**src/rtl/mmio_gpio.sv**
```systemverilog
// Memory-mapped WIDTH-pin GPIO block in a 32-byte window at BASE_ADDR; other addresses pass through.
// Optional rising-edge interrupt logic (IRQ_EN, IRQ_STAT, irq) is built only when GPIO_IRQ_EN is defined.
module mmio_gpio #(
  parameter int unsigned WIDTH     = 32,
  parameter logic [31:0] BASE_ADDR = 32'hFFFF_FFE0
) (
  input  logic             clk,
  input  logic             rst,
  input  logic             write_mem,
  input  logic             read_mem,
  input  logic [31:0]      data_address,
  input  logic [31:0]      data_to_write,
  input  logic [31:0]      data_from_mem,
  output logic [31:0]      data_read,
  output logic             io_hit,
  input  logic [WIDTH-1:0] gpio_in,
  output logic [WIDTH-1:0] gpio_out,
  output logic [WIDTH-1:0] gpio_oe,
  output logic             irq
);

  typedef enum logic [2:0] {
    SEL_DIR,
    SEL_OUT,
    SEL_IN,
    SEL_IRQ_EN,
    SEL_IRQ_STAT,
    SEL_NONE
  } sel_t;

  sel_t             sel;
  logic             wr_hit;
  logic [WIDTH-1:0] wdata;
  logic [31:0]      reg_rd;

  logic [WIDTH-1:0] dir_q, dir_d;
  logic [WIDTH-1:0] out_q, out_d;
  logic [WIDTH-1:0] sync0_q, sync1_q;

  assign io_hit   = (data_address[31:5] == BASE_ADDR[31:5]);
  assign wr_hit   = io_hit & write_mem;
  assign wdata    = data_to_write[WIDTH-1:0];
  assign gpio_out = out_q;
  assign gpio_oe  = dir_q;

  // Misaligned offsets and the unused tail of the window decode to SEL_NONE.
  always_comb begin
    sel = SEL_NONE;
    if (data_address[1:0] == 2'b00) begin
      case (data_address[4:2])
        3'd0:    sel = SEL_DIR;
        3'd1:    sel = SEL_OUT;
        3'd2:    sel = SEL_IN;
        3'd3:    sel = SEL_IRQ_EN;
        3'd4:    sel = SEL_IRQ_STAT;
        default: sel = SEL_NONE;
      endcase
    end
  end

`ifdef GPIO_IRQ_EN
  logic [WIDTH-1:0] prev_q;
  logic [WIDTH-1:0] irq_en_q, irq_en_d;
  logic [WIDTH-1:0] irq_stat_q, irq_stat_d;
  logic [WIDTH-1:0] rise, clr;
  logic             irq_q, irq_d;

  // A rise in the same cycle as a W1C keeps the bit set.
  always_comb begin
    rise       = sync1_q & ~prev_q;
    clr        = (wr_hit && sel == SEL_IRQ_STAT) ? wdata : '0;
    irq_stat_d = (irq_stat_q & ~clr) | rise;
    irq_en_d   = irq_en_q;
    if (wr_hit && sel == SEL_IRQ_EN) irq_en_d = wdata;
    irq_d      = |(irq_stat_q & irq_en_q);
  end

  always_ff @(posedge clk or posedge rst) begin
    if (rst) begin
      prev_q     <= '0;
      irq_en_q   <= '0;
      irq_stat_q <= '0;
      irq_q      <= 1'b0;
    end else begin
      prev_q     <= sync1_q;
      irq_en_q   <= irq_en_d;
      irq_stat_q <= irq_stat_d;
      irq_q      <= irq_d;
    end
  end

  assign irq = irq_q;
`else
  assign irq = 1'b0;
`endif

  always_comb begin
    dir_d = dir_q;
    out_d = out_q;
    if (wr_hit && sel == SEL_DIR) dir_d = wdata;
    if (wr_hit && sel == SEL_OUT) out_d = wdata;
  end

  always_ff @(posedge clk or posedge rst) begin
    if (rst) begin
      dir_q   <= '0;
      out_q   <= '0;
      sync0_q <= '0;
      sync1_q <= '0;
    end else begin
      dir_q   <= dir_d;
      out_q   <= out_d;
      sync0_q <= gpio_in;
      sync1_q <= sync0_q;
    end
  end

  always_comb begin
    reg_rd = '0;
    case (sel)
      SEL_DIR:      reg_rd[WIDTH-1:0] = dir_q;
      SEL_OUT:      reg_rd[WIDTH-1:0] = out_q;
      SEL_IN:       reg_rd[WIDTH-1:0] = sync1_q;
`ifdef GPIO_IRQ_EN
      SEL_IRQ_EN:   reg_rd[WIDTH-1:0] = irq_en_q;
      SEL_IRQ_STAT: reg_rd[WIDTH-1:0] = irq_stat_q;
`endif
      default:      reg_rd = '0;
    endcase
  end

  always_comb begin
    data_read = data_from_mem;
    if (io_hit) data_read = read_mem ? reg_rd : '0;
  end

endmodule

```
**config.mk**
```make
export PLATFORM = sky130hd
export DESIGN_NAME = mmio_gpio
export DESIGN_NICKNAME = d
export VERILOG_FILES = /design/src/rtl/mmio_gpio.sv
export SDC_FILE = /design/constraint.sdc
export NUM_CORES = 1
export LEC_CHECK = 0
export ABC_AREA = 1
export CORE_AREA = 2 2 143 145
export DETAILED_ROUTE_END_ITERATION = 8
export DIE_AREA = 0 0 145 147
export PLACE_DENSITY = 0.54
export SYNTH_ARGS = -nofsm -noshare
export SYNTH_HDL_FRONTEND = slang
export SYNTH_SLANG_ARGS = --single-unit
```
**constraint.sdc**
```tcl
create_clock -name clk -period 10.2 [get_ports clk]
set_input_delay 2.55 -clock clk [delete_from_list [all_inputs] [get_ports clk]]
set_output_delay 2.55 -clock clk [all_outputs]
set_load 0.03 [all_outputs]
```
==> impl_metrics.toml <==
[run_status]
status = "finished clean"

[global_routing]
grtUsageTotal = 0.1822
first_global_vias = 5204
grt_util_met2 = 0.2971
grt_antenna_before_repair = 1
global_route_wire_length_before_repair_um = 30190
grtUsageMet1 = 0.2380
grt_overflow_total = 0
largest_net_degree_at_the_start_of_global_routing = 66
busiest_layer = "met2"
met3_usage = 0.05652

[die]
core_um2 = 19840
io-pin-count = 230
rows = 52
die_w_um = 145
die_area_um2 = 21320
floorplan.initialDensity = 0.2733
die-height_um = 147

[detailed_routing]
wl_per_cell_um = 16.68
vias_per_cell = 4.545
detail_route.first_pass.iterations = 4
ant_nets = 0
via_count = 5136
detail_route.wirelength_um = 18850
detail_route.drc_violations = 0
drt_iter0_markers = 326

[synthesis]
synth.yosys.warnings = 0
synth_cell_types = 16
synth_area_um2 = 5424
post_synth.cell_area_avg_um2 = 8.569
sequential_share_of_the_synthesized_area = 0.5905
syn-instance-count = 633
syn-num-nets = 765
ys_ff_latch = 128

[run]
cap_viol_max_count = 0

[setup_path]
r2r_start = "gpio_oe[24]"
reg2reg_slack_ns = 9.53
ff2ff_path_depth = 2
endpoint_kind = "primary output"
max_stage_delay_ns = 0.67
crit_path_top_delay_cell = "sky130_fd_sc_hd__clkdlybuf4s50_1"
critPathCapture = "data_read[18]"
timing.critical_path.fanout_max = 26
criticalPathCategory = "in2out"
crit_path_frequent_cell = "sky130_fd_sc_hd__nand2_1"
worstPathCellList = "clkdlybuf4s50_1 -> inv_1 -> nand2_1 -> nor2_4 -> buf_4 -> nand2_1 -> nand3_1 -> nand3_1 -> nand2_1 -> clkdlybuf4s50_1"
destination_of_the_worst_register_to_register_timing_path = "gpio_oe[24]"
required_ns = 7.65
data_arrival_at_the_endpoint_of_the_critical_path_ns = 5.32
worst_setup_path_start_kind = "primary input"
critPathLaunch = "data_address[3]"

[placement]
gpl.final_weighted_congestion = 0.7254
place.detailed.hpwl_um = 12550
port-buffer-count = 228
placement.cell_area_um2 = 7940

[cells_and_area]
mostFrequentLayoutCell = "sky130_fd_sc_hd__nand2_1"
commonest_cells_after_routing_fill_and_taps_aside = "sky130_fd_sc_hd__nand2_1 (241), sky130_fd_sc_hd__clkdlybuf4s50_1 (228), sky130_fd_sc_hd__nand3_1 (193), sky130_fd_sc_hd__dfrtp_1 (128), sky130_fd_sc_hd__clkbuf_16 (17)"
share_of_final_layout_standard_cells_stronger_than_drive_strength_1 = 0.05937
layout-area-overhead-vs-synth_pct = 57.62
total_non_filler_cell_area_in_the_finished_layout_um2 = 8549
layout.nets = 978

[timing]
final-max-slew-violation-count = 0
max_clock_freq_ghz = 0.1271
min_clock_period_post_route_ns = 7.870
grt_setup_unrepaired = "false"
slew-limit-headroom = 0.3484
worstMarginPinSlew_ns = 0.9751
report.final.setup_viol = 0
final.setup.tns_ns = 0
finalCritPeriodShare = 0.7716
hold_viol = 0
finClkSkew_ns = 0.007166

[cts]
htreeDepth = 4
clock_latency_ns = 0.41
cts.repair_timing.setup_buffer_count = 0
ctsResizeCount = 0
cts_made_buffers = 17
cts_tree = "yes"
clk_root_buffer_cell = "sky130_fd_sc_hd__clkbuf_16"
hold_buffers = 0
cts_num_sinks = 128
clk_pin_slew_worst_paths_ns = 0.06
buffers_from_clock_root_to_sink_at_most = 2

[power_and_ir_drop]
power_leakage_nw = 3.975
max-vdd-ir-drop_mv = 0.1099
power-per-cell-area_nw_per_um2 = 147.1

[worst_hold_path]
timing.hold.worst.start = "sync0_q[3]"
min-delay-path-class = "reg2reg"
critical path: cells and delay by family:
family                 cells  cell delay (ns)
and+or+nand+nor            6             0.95
buffers and inverters      4             1.80
cell type report:
type / instances / area, um^2
Antenna cell: 1 / 2.502
Timing Repair Buffer: 239 / 2365
Clock inverter: 12 / 160.2
Sequential cell: 128 / 3203
Clock buffer: 20 / 446.7
Tap cell: 270 / 337.8
Inverter: 7 / 31.28
Multi-Input combinational cell: 453 / 2003
Fill cell: 1948 / 11290
power breakdown:
group	switching [W]	internal, W
Combinational	0.0000540	0.0000605
Sequential	0.00000354	0.000521
Clock	0.000227	0.000392
cells in the mapped netlist:
cell | count | share of area
sky130_fd_sc_hd__buf_1 | 2 | 0.0014
sky130_fd_sc_hd__buf_2 | 20 | 0.018
sky130_fd_sc_hd__buf_4 | 7 | 0.0097
sky130_fd_sc_hd__clkbuf_1 | 16 | 0.011
sky130_fd_sc_hd__conb_1 | 1 | 0.00069
sky130_fd_sc_hd__dfrtp_1 | 128 | 0.59
sky130_fd_sc_hd__inv_1 | 7 | 0.0048
sky130_fd_sc_hd__nand2_1 | 241 | 0.17
sky130_fd_sc_hd__nand2_2 | 1 | 0.0012
sky130_fd_sc_hd__nand3_1 | 193 | 0.18
sky130_fd_sc_hd__nand4_1 | 2 | 0.0023
sky130_fd_sc_hd__nor2_1 | 10 | 0.0069
sky130_fd_sc_hd__nor2_2 | 2 | 0.0023
sky130_fd_sc_hd__nor2_4 | 1 | 0.0021
sky130_fd_sc_hd__nor3_2 | 1 | 0.0018
sky130_fd_sc_hd__o211a_1 | 1 | 0.0018
registers in the layout, summed over array words and instances (netlist names):
name      count
sync1_q      32
gpio_oe      32
sync0_q      32
gpio_out     32
worst min-delay path by stage:
stage	end	depth (start not counted)
5_1_grt	sync1_q[16]	0
3_5_place_dp	sync1_q[13]	0
4_1_cts	sync1_q[8]	0
2_1_floorplan	sync1_q[0]	0
6_report	sync1_q[3]	0
3_3_place_gp	sync1_q[23]	0
layer usage:
metal,wire (um),vias up
met1,8294,2446
li1,-,2500
met3,1263,10
met4,136,0
met5,0,-
met2,9157,180
cells by family (layout without fill, tap and decap cells):
group,Yosys count,after routing,share of synthesized area
AND/OR/NAND/NOR,451,451,0.3615
buffers and inverters,52,278,0.04545
AO/OA/AOI/OAI,1,1,0.001846
flip-flops,128,128,0.5905
other,1,2,0.0006914
stage by stage:
stage / total power [W] / std cells / hold WS [ns] / setup slack, ns / util
floorplan: 0.0005723 / 633 / 0.3312 / 3.924 / -
global placement: 0.0006487 / 1097 / 0.3316 / 2.354 / 0.4001
detailed placement: 0.0006491 / 1097 / 0.3347 / 2.348 / 0.4001
CTS: 0.001277 / 1129 / 0.3471 / 2.346 / 0.4307
global route: 0.001313 / 1129 / 0.3510 / 2.170 / 0.4307
finish: 0.001258 / 1130 / 0.3463 / 2.330 / 0.4308
(Power assumes the default switching activity.)
